File: config.mk
export PLATFORM = sky130hd
export DESIGN_NAME = wr_dec_scoreboard
export DESIGN_NICKNAME = d
export VERILOG_FILES = /design/src/rtl/wrdec_pkg.sv /design/src/rtl/wr_onehot_dec.sv /design/src/rtl/wr_dec_scoreboard.sv
export SDC_FILE = /design/constraint.sdc
export NUM_CORES = 1
export LEC_CHECK = 0
export ABC_CLOCK_PERIOD_IN_PS = 8200
export CAP_MARGIN = 5
export CORE_MARGIN = 2
export CORE_UTILIZATION = 39
export CTS_CLUSTER_DIAMETER = 100
export DETAILED_ROUTE_END_ITERATION = 8
export PLACE_DENSITY = 0.61
export SYNTH_ARGS = -nofsm -noshare
export SYNTH_HDL_FRONTEND = slang
export SYNTH_HIERARCHICAL = 1
export SYNTH_SLANG_ARGS = --single-unit
File: constraint.sdc
create_clock -name clk -period 8.2 [get_ports clk]
set_input_delay 1.64 -clock clk [delete_from_list [all_inputs] [get_ports clk]]
set_output_delay 1.64 -clock clk [all_outputs]
set_load 0.02 [all_outputs]
File: src/rtl/wrdec_pkg.sv
// ============================================================================
// Module      : wrdec_pkg
// Description : Shared defaults and types for the write-enable decoder and
//               pending-write scoreboard.
// Revision    : 1.0 - initial release
// ============================================================================
`default_nettype none

package wrdec_pkg;
   localparam int ADDR_W_DEF   = 5;
   localparam int ZERO_REG_DEF = 31;

   typedef logic [ADDR_W_DEF-1:0]      reg_addr_t;
   typedef logic [2**ADDR_W_DEF-1:0]   reg_vec_t;
endpackage

`default_nettype wire

File: src/rtl/wr_onehot_dec.sv
// ============================================================================
// Module      : wr_onehot_dec
// Description : Combinational enable + address -> one-hot decoder; the
//               hardwired-zero register bit is always masked off.
// Revision    : 1.0 - initial release
// ============================================================================
`default_nettype none

module wr_onehot_dec
   import wrdec_pkg::*;
#(
   parameter int ADDR_W   = ADDR_W_DEF,
   parameter int ZERO_REG = ZERO_REG_DEF
)(
   input  logic                 en,
   input  logic [ADDR_W-1:0]    addr,
   output logic [2**ADDR_W-1:0] onehot
);

   localparam int NUM_REGS = 2**ADDR_W;

   for (genvar i = 0; i < NUM_REGS; i++) begin : g_bit
      if (i == ZERO_REG) begin : g_zero
         assign onehot[i] = 1'b0;
      end else begin : g_live
         assign onehot[i] = en & (addr == ADDR_W'(i));
      end
   end

endmodule

`default_nettype wire

File: src/rtl/wr_dec_scoreboard.sv
// ============================================================================
// Module      : wr_dec_scoreboard
// Description : Registered one-hot register-file write enable plus a
//               pending-write scoreboard with issue stall and stall counter.
//               Optional macro WRDEC_WB_BYPASS_EN lets a same-cycle writeback
//               release the hazard on its register.
// Revision    : 1.0 - initial release
// ============================================================================
`default_nettype none

module wr_dec_scoreboard
   import wrdec_pkg::*;
#(
   parameter int ADDR_W   = ADDR_W_DEF,
   parameter int ZERO_REG = ZERO_REG_DEF,
   parameter int CNT_W    = 16
)(
   input  logic                 clk,
   input  logic                 reset,
   input  logic                 iss_valid,
   input  logic                 iss_wen,
   input  logic [ADDR_W-1:0]    iss_rd,
   input  logic [ADDR_W-1:0]    iss_rn,
   input  logic [ADDR_W-1:0]    iss_rm,
   input  logic                 wb_valid,
   input  logic [ADDR_W-1:0]    wb_rd,
   output logic [2**ADDR_W-1:0] rf_wen,
   output logic [2**ADDR_W-1:0] busy_vec,
   output logic                 stall,
   output logic                 iss_accept,
   output logic [CNT_W-1:0]     stall_cnt,
   output logic                 err_wb_idle
);

   localparam int                NUM_REGS   = 2**ADDR_W;
   localparam logic [ADDR_W-1:0] c_zero_reg = ADDR_W'(ZERO_REG);
   localparam logic [CNT_W-1:0]  c_cnt_max  = {CNT_W{1'b1}};

   logic [NUM_REGS-1:0] r_busy;
   logic [NUM_REGS-1:0] r_rf_wen;
   logic [CNT_W-1:0]    r_stall_cnt;
   logic                r_err;

   logic [NUM_REGS-1:0] w_set_vec;
   logic [NUM_REGS-1:0] w_wb_vec;
   logic [NUM_REGS-1:0] w_eff_busy;
   logic                w_hz_a;
   logic                w_hz_b;
   logic                w_hz_d;
   logic                w_stall;
   logic                w_accept;
   logic                w_wb_idle;

   wr_onehot_dec #(
      .ADDR_W   (ADDR_W),
      .ZERO_REG (ZERO_REG)
   ) u_set_dec (
      .en     (w_accept & iss_wen),
      .addr   (iss_rd),
      .onehot (w_set_vec)
   );

   wr_onehot_dec #(
      .ADDR_W   (ADDR_W),
      .ZERO_REG (ZERO_REG)
   ) u_wb_dec (
      .en     (wb_valid),
      .addr   (wb_rd),
      .onehot (w_wb_vec)
   );

`ifdef WRDEC_WB_BYPASS_EN
   // A writeback landing this cycle no longer blocks its consumers.
   assign w_eff_busy = r_busy & ~w_wb_vec;
`else
   assign w_eff_busy = r_busy;
`endif

   assign w_hz_a   = w_eff_busy[iss_rn] & (iss_rn != c_zero_reg);
   assign w_hz_b   = w_eff_busy[iss_rm] & (iss_rm != c_zero_reg);
   assign w_hz_d   = iss_wen & w_eff_busy[iss_rd] & (iss_rd != c_zero_reg);
   assign w_stall  = iss_valid & (w_hz_a | w_hz_b | w_hz_d);
   assign w_accept = iss_valid & ~w_stall;

   assign w_wb_idle = wb_valid & ~r_busy[wb_rd] & (wb_rd != c_zero_reg);

   always_ff @(posedge clk or posedge reset) begin
      if (reset) begin
         r_busy      <= '0;
         r_rf_wen    <= '0;
         r_stall_cnt <= '0;
         r_err       <= 1'b0;
      end else begin
         // Set applied after clear so a new writer to the same register stays pending.
         r_busy   <= (r_busy & ~w_wb_vec) | w_set_vec;
         r_rf_wen <= w_wb_vec;
         if (w_stall && (r_stall_cnt != c_cnt_max)) begin
            r_stall_cnt <= r_stall_cnt + CNT_W'(1);
         end
         if (w_wb_idle) begin
            r_err <= 1'b1;
         end
      end
   end

   assign rf_wen      = r_rf_wen;
   assign busy_vec    = r_busy;
   assign stall       = w_stall;
   assign iss_accept  = w_accept;
   assign stall_cnt   = r_stall_cnt;
   assign err_wb_idle = r_err;

endmodule

`default_nettype wire
# Word-level counts from Yosys, hierarchy flattened
# Cells that the tools add are included.
[totals]
ff_bits = 80
wordCells = 163
inputBits = 25
[classes]
n_mux = 8
n_addsub = 1
eq_ne = 65
reduce_logical = 3
bitwise = 78
magnitude_cmp = 4
[ops]
columns = ["cell", "n"]
rows = [
  ["5-bit equality test (second input constant)", 30],
  ["5-bit by 4-bit equality test with 1-bit output (second input constant)", 16],
  ["1-bit AND", 71],
  ["5-bit by 3-bit equality test with 1-bit output (second input constant)", 8],
  ["32-bit AND", 1],
  ["31-bit NOT with 32-bit output", 1],
  ["32-bit by 31-bit bitwise OR with 32-bit output", 1],
  ["5-bit by 6-bit less-than comparator with 1-bit output (second input constant)", 4],
  ["1-bit binary-select mux with 5-bit select", 4],
  ["5-bit by 2-bit equality test with 1-bit output (second input constant)", 4],
  ["5-bit != test (second input constant)", 4],
  ["16-bit by 1-bit adder with 16-bit output (second input constant)", 1],
  ["16-bit != test (second input constant)", 1],
  ["5-bit by 1-bit equality test with 1-bit output (second input constant)", 2],
  ["5-bit logical NOT", 2],
  ["1-bit two-way mux", 4],
  ["1-bit NOT", 2],
  ["1-bit bitwise OR", 2],
  ["1-bit logical AND", 1],
]

# Logic depth before layout (Yosys ltp)
# Gate-level depths: netlist of run 1.
[depth]
depth_word = 11
depth_mapped = 11

# By module
# The synthesis of run 1 kept the hierarchy.
[by_module_without_submodules]
columns = ["module", "area_each_um2", "n_inst", "cells_per_inst"]
rows = [
  ["wr_dec_scoreboard", 4003.8, 1, 328],
  ["wr_onehot_dec", 241.5, 2, 48],
]

# Least setup slack after synthesis of run 1
# Ideal clock, no wire load.
[synth_timing]
path_type = "in2out"
start = "input iss_rd[1]"
end = "output iss_accept"
cell_stages = 8
required_time_ps = 6560
path_slack_ps = 3079
arrival_ps = 3481
n_path_buf = 2
cell_sequence = "buf_2 mux4_2 mux2_2 nand4b_1 o21ai_1 nor4_4 buf_4 and2_1"
[synth_between]
elab_chain_len = 8
[synth_lines]
columns = ["element", "line_no", "text"]
rows = [
  ["from (decl)", "wr_dec_scoreboard.sv:22", "input logic [ADDR_W-1:0] iss_rd,"],
  ["1-bit binary-select mux with 5-bit select", "wr_dec_scoreboard.sv:81", "assign w_hz_d = iss_wen & w_eff_busy[iss_rd] & (iss_rd != c_zero_reg);"],
  ["1-bit two-way mux (implied by the code)", "wr_dec_scoreboard.sv:81", ""],
  ["1-bit AND", "wr_dec_scoreboard.sv:81", ""],
  ["1-bit AND *", "wr_dec_scoreboard.sv:81", ""],
  ["1-bit bitwise OR *", "wr_dec_scoreboard.sv:82", "assign w_stall = iss_valid & (w_hz_a | w_hz_b | w_hz_d);"],
  ["1-bit AND *", "wr_dec_scoreboard.sv:82", ""],
  ["1-bit NOT *", "wr_dec_scoreboard.sv:83", "assign w_accept = iss_valid & ~w_stall;"],
  ["1-bit AND *", "wr_dec_scoreboard.sv:83", ""],
  ["to (decl)", "wr_dec_scoreboard.sv:30", "output logic iss_accept,"],
]
# Every way passes the cells marked *; elsewhere a longest branch is shown, timed or not. The select of a mux whose other input is x is not followed.

# Worst setup path after layout of run 1
[layout_timing]
start = "input iss_rm[1]"
end = "output iss_accept"
[layout_between]
elab_chain_len = 8
[layout_lines]
columns = ["element", "line_no", "text"]
rows = [
  ["from (decl)", "wr_dec_scoreboard.sv:24", "input logic [ADDR_W-1:0] iss_rm,"],
  ["1-bit binary-select mux with 5-bit select", "wr_dec_scoreboard.sv:80", "assign w_hz_b = w_eff_busy[iss_rm] & (iss_rm != c_zero_reg);"],
  ["1-bit two-way mux (implied by the code)", "wr_dec_scoreboard.sv:80", ""],
  ["1-bit AND *", "wr_dec_scoreboard.sv:80", ""],
  ["1-bit bitwise OR * (2 in a row)", "wr_dec_scoreboard.sv:82", ""],
  ["1-bit AND *", "wr_dec_scoreboard.sv:82", ""],
  ["1-bit NOT *", "wr_dec_scoreboard.sv:83", ""],
  ["1-bit AND *", "wr_dec_scoreboard.sv:83", ""],
]
# Marked as above.

==> results of run 1 <==
[routing by layer]
layer	vias to the layer above	share of wire (%)
met5	-	0
met4	0	1.7
met3	15	6.3
met2	146	47
met1	1850	45
li1	1688	-
[synthesized netlist by cell type (all sizes together) (3+ instances only)]
cell     instances  area share, %
nand2b          10            1.4
nor3            10            1.1
a21o            33            5.5
nor4b            4           0.78
nor2            68            5.7
xnor2            3           0.59
xor2            11            2.1
mux2             4            1.0
or4b             3           0.84
o211ai           3           0.61
inv             37            3.1
clkbuf          10           0.84
mux2i           19            4.2
nand4            3           0.42
mux4            22             11
a21oi            5           0.56
nor2b            5           0.70
and3             4           0.56
o21ai            3           0.33
dfrtp           81             45
nand4bb          6            1.5
nand2           16            1.3
nand4b          12            2.3
nand3           15            1.8
buf             12            1.8
[power by group]
| part | switching [mW] | internal [mW] |
|---|---|---|
| Combinational | 0.150 | 0.159 |
| Sequential | 0.0729 | 0.441 |
| Clock | 0.170 | 0.217 |
| Total | 0.393 | 0.817 |
[final timing paths]
check / start / to / slack, ps / depth (start not counted)
setup / recovery: iss_rm[1] / iss_accept / 1440 / 7
hold / removal: err_wb_idle$_DFFE_PP0P_ / err_wb_idle$_DFFE_PP0P_ / 480 / 1
setup reg to reg: busy_vec[25]$_DFF_PP0_ / busy_vec[2]$_DFF_PP0_ / 4610 / 8
hold reg to reg: err_wb_idle$_DFFE_PP0P_ / err_wb_idle$_DFFE_PP0P_ / 480 / 1
max in group asynchronous: reset / busy_vec[30]$_DFF_PP0_ / 5610 / 3
min in group asynchronous: reset / rf_wen[0]$_DFF_PP0_ / 1940 / 3
[cell type report]
type / instances / share of cell area (%)
sequential: 81 / 34.3
tap: 143 / 3.03
clock buffer: 10 / 4.04
multi-input combinational: 284 / 37.2
inverter: 37 / 2.37
timing repair buffer: 108 / 18.2
clock inverter: 6 / 0.804
[registers in the layout, summed over array words and instances (netlist names)]
signal and cells:
err_wb_idle 1, stall_cnt 16, busy_vec 32, rf_wen 32
[layout by cell type (no fill, tap or decap), drive strengths merged, types with 2 or more instances in the layout]
cell type	instances
a211oi	2
nand3	15
mux4	22
conb	2
clkbuf	10
a21oi	5
o211ai	3
xnor2	3
nor2b	5
dfrtp	81
mux2i	19
a21o	33
nor3	10
clkinv	3
and3	4
nand4	3
nor4b	4
nand4b	12
mux2	4
nand2	16
a2bb2oi	2
o221ai	2
inv	39
o21ai	3
or4b	3
nand2b	10
nor2	68
nor4	2
nand4bb	6
clkdlybuf4s50	107
xor2	11
or2	2
[kinds of logic after synthesis]
kind of cell,after synthesis,share of synthesized area [%]
xor+xnor,14,2.73
buf+inv,59,5.74
mux,45,16.3
fa+ha+maj,1,0.279
compound gates,58,9.62
other cells,2,0.167
flops,81,45.2
simple gates,164,20.0
[through the flow]
step	worst slack [ps]	power [mW]	hold WS [ps]	cell area (um2)
floorplan	3080	0.676	565	4490
finish	1440	1.21	477	5910
CTS	1460	1.22	476	5910
detailed placement	1500	0.830	461	5630
global placement	1560	0.826	455	5630
global route	1240	1.27	481	5910
[worst max-delay path, cell delays in order]
cell and delay, ps:
clkdlybuf4s50_1 810, mux4_2 570, o221ai_1 240, o2111ai_1 210
nor4_4 820, and2_1 230, clkdlybuf4s50_1 590
==> results.cfg, run 1 <==
[clocking]
clk_root_buffer_cell = clkbuf_16
cts_buffer_depth = 2
clock_sinks = 81
post_cts_buffers = 0
clk_latency_ps = 340
cts_resized = 0
cts-buffers-inserted = 9
cts_hold_buf = 0
cts_tree = yes
htreeDepth = 3
path_clk_slew_ps = 60

[drt]
via_per_inst = 5.53
wl_um = 13200
ant_nets = 0
drt_iter0_drc = 246
avgRoutedWirePerCell_um = 19.7
drc = 0
drt-pass1-iter-count = 5
vias = 3699

[die]
io_pins = 108
start_util_pct = 39.6
rows = 39
core_um2 = 11300
design.die.area_um2 = 12400
dieHeight_um = 111
die_w_um = 111

[setup_path]
crit_arrival_ps = 5120
end_kind = output port
critPathKind = in2out
startpoint_type = input pin
critPathRequiredTime_ps = 6560
crit_fanout = 18

[power_and_ir_drop]
p_per_area_nw_per_um2 = 205
leakage_nw = 2.65
irDropWorstVdd_mv = 0.123

[sta]
fin_crit_sh_pct = 82.4
tightest_slew_ps = 1060
max_freq_mhz = 148
slew_violations = 0
maxSlewHeadroom_pct = 28.8
hold_viol_final = 0
fin_setup_tns_ps = 0
period_minus_slack_ps = 6760
final-setup-viol-count = 0
rsz0062_at_grt = false
clock_skew_ps = 9.75

[global_route]
grt_first_pass_wirelength_um = 21000
gr-usage-met3_pct = 4.54
grt_pass1_vias = 3722
track_usage_pct = 21.8
met2_usage_pct = 34.6
grt_remaining_overflow = 0
grt_start_max_net_pins = 82
antenna_found_initial = 0
grtUsageMet1_pct = 30.4
busiest_layer = met2

[run]
drv_cap = 0

[finish]
n_antenna_cell = 0
area_growth_pct = 31.8
fillers = 1095
final_core_util_pct = 52.2
area.sequential_um2 = 2030
nets = 547
layout.cells.non_filler = 669
drive_gt1_share_pct = 9.32
multi_input_area_um2 = 2200

[synthesis]
yosys_warnings = 6
synth-edff-count = 0
syn-mean-instance-area_um2 = 10.6
async_flop_share_pct = 100
synth_seq_cells = 81
syn-cell-area_um2 = 4490
synth-seq-area-share_pct = 45.2
postSynthCellCount = 424
syn_nets = 450
yosysUniqueCellTypes = 52
synthFlopType = dfrtp_1

[placed_design]
gp_congestion = 0.860
port_buffers = 107
placedCellCount = 653
place_hpwl_um = 9510

[min_path]
hold_class = reg2reg

[outcome]
status = finished clean
Note: power is estimated with default switching activity, not from simulation.
==> inputs of run 2 (changes only) <==
--- a/config.mk
+++ b/config.mk
@@ -5,13 +5,13 @@
 export SDC_FILE = /design/constraint.sdc
 export NUM_CORES = 1
 export LEC_CHECK = 0
-export ABC_CLOCK_PERIOD_IN_PS = 8200
+export ABC_CLOCK_PERIOD_IN_PS = 5900
 export CAP_MARGIN = 5
 export CORE_MARGIN = 2
 export CORE_UTILIZATION = 39
 export CTS_CLUSTER_DIAMETER = 100
 export DETAILED_ROUTE_END_ITERATION = 8
-export PLACE_DENSITY = 0.61
+export PLACE_DENSITY = 0.64
 export SYNTH_ARGS = -nofsm -noshare
 export SYNTH_HDL_FRONTEND = slang
 export SYNTH_HIERARCHICAL = 1
==> constraint.sdc (replaced) <==
create_clock -name clk -period 5.9 [get_ports clk]
set_input_delay 1.18 -clock clk [delete_from_list [all_inputs] [get_ports clk]]
set_output_delay 1.18 -clock clk [all_outputs]
set_load 0.02 [all_outputs]
==> run 2 against run 1 <==
  * Non-clock buffer count is 3 higher
  * Sequential power is 39% higher
  * Utilization is 0.77 points higher
  * Power is 49% higher
  * Critical endpoint unchanged
  * Sequential cell count stayed put
  * Via count is 0.57% higher
  * Design area is 1.5% higher
  * Clock power is 68% higher
  * Global-route usage is 0.054 points higher
  * Die area stayed put
==> results.cfg, run 2 (synthesized netlist as in run 1, its figures left out) <==
[clocking]
clk_root_buffer_cell = clkbuf_16
clk_latency_ps = 340
path_clk_slew_ps = 60
htreeDepth = 3
cts_resized = 0
cts_buffer_depth = 2
cts-buffers-inserted = 9
cts_hold_buf = 0
clock_sinks = 81
post_cts_buffers = 0
cts_tree = yes

[power_and_ir_drop]
switching_share_pct = 29.9
p_clk_share_pct = 36.2
p_switching_mw = 0.537
intPower_mw = 1.26
leakage_nw = 2.70
irDropWorstVdd_mv = 0.136
share_comb_of_total_power_pct = 23.9
p_per_area_nw_per_um2 = 300
pwr-share-seq_pct = 39.9

[sta]
slew_violations = 0
clock_skew_ps = 6.08
hold_viol_final = 0
rsz0062_at_grt = false
period_minus_slack_ps = 5360
maxSlewHeadroom_pct = 32.2
tightest_slew_ps = 1010
final-setup-viol-count = 0
fin_setup_tns_ps = 0
max_freq_mhz = 186
whs_ps = 475
layout_setup_ws_ps = 536
fin_crit_sh_pct = 90.9

[drt]
drc = 0
avgRoutedWirePerCell_um = 19.7
ant_nets = 0
drt-pass1-iter-count = 4
vias = 3720
drt_iter0_drc = 259
wl_um = 13300
via_per_inst = 5.54

[finish]
layout.cells.non_filler = 672
fillers = 1046
final_core_util_pct = 53.0
final_common_cell = clkdlybuf4s50_1
drive_gt1_share_pct = 9.83
n_antenna_cell = 0
area_growth_pct = 33.7
final_cell_mix = 107 x clkdlybuf4s50_1, 81 x dfrtp_1, 68 x nor2_1, 36 x inv_1, 33 x a21o_1
nets = 550

[placed_design]
placedCellCount = 656
port_buffers = 107
gp_congestion = 0.906
dpl_worst_slack_ps = 548
place_hpwl_um = 9460

[setup_path]
crit_buf_inv = 2
crit_fanout = 12
critPathTopFamily = buffers and inverters
crit_chain = clkdlybuf4s50_1, mux4_2, o221ai_1, o2111ai_1, nor4_4, and2_1, clkdlybuf4s50_1
crit_arrival_ps = 4180
critPathKind = in2out
end_kind = output port
crit_slowest_cell = clkdlybuf4s50_1
cpMostUsedCell = clkdlybuf4s50_1
cpPeakStageDelay_ps = 780
critPathRequiredTime_ps = 4720
startpoint_type = input pin

[global_route]
grt_start_max_net_pins = 82
grt_first_pass_wirelength_um = 21000
grt_remaining_overflow = 0
track_usage_pct = 21.8
antenna_found_initial = 0
grt_pass1_vias = 3733

[die]
rows = 39
core_um2 = 11300
io_pins = 108
start_util_pct = 39.6
dieHeight_um = 111
die_w_um = 111
design.die.area_um2 = 12400

[min_path]
hold_class = reg2reg

[run]
drv_cap = 0

[outcome]
status = finished clean
[run 2: final timing paths]
path	from	endpoint	slack, ps	cells past startpoint
max in group asynchronous	reset	busy_vec[26]$_DFF_PP0_	3780	3
min reg2reg	err_wb_idle$_DFFE_PP0P_	err_wb_idle$_DFFE_PP0P_	480	1
max	iss_rm[1]	iss_accept	540	7
max reg2reg	busy_vec[21]$_DFF_PP0_	busy_vec[3]$_DFF_PP0_	2510	10
min in group asynchronous	reset	rf_wen[0]$_DFF_PP0_	1490	3
min	err_wb_idle$_DFFE_PP0P_	err_wb_idle$_DFFE_PP0P_	480	1
[run 2: layout make-up]
class                      instances  area [um2]  share of cell area, %
clock buffer                      10         239                   3.98
clock inverter                     6         113                   1.88
inverter                          37         140                   2.34
multi-input combinational        284        2200                   36.7
sequential                        81        2030                   33.8
tap                              143         179                   2.98
timing repair buffer             111        1100                   18.3
[run 2: power groups by stage]
stage | Sequential [mW] | Clock, mW | Combinational [mW]
floorplan | 0.755 | 0 | 0.184
global route | 0.726 | 0.683 | 0.460
detailed placement | 0.727 | 0 | 0.431
finish | 0.717 | 0.652 | 0.431
CTS | 0.718 | 0.664 | 0.434
global placement | 0.727 | 0 | 0.427
[run 2: per-stage QoR]
stage | power (mW) | area, um2
floorplan | 0.939 | 4490
global placement | 1.15 | 5650
detailed placement | 1.16 | 5650
CTS | 1.82 | 6000
global route | 1.87 | 6000
finish | 1.80 | 6000
[run 2: per-layer routing]
| layer | global-route usage (%) | part of all wire [%] | vias to the layer above |
|---|---|---|---|
| met5 | 0 | 0 | - |
| met4 | 8.48 | 2.6 | 0 |
| met3 | 4.70 | 7.1 | 27 |
| met2 | 33.3 | 46 | 154 |
| met1 | 30.6 | 44 | 1843 |
| li1 | - | - | 1696 |
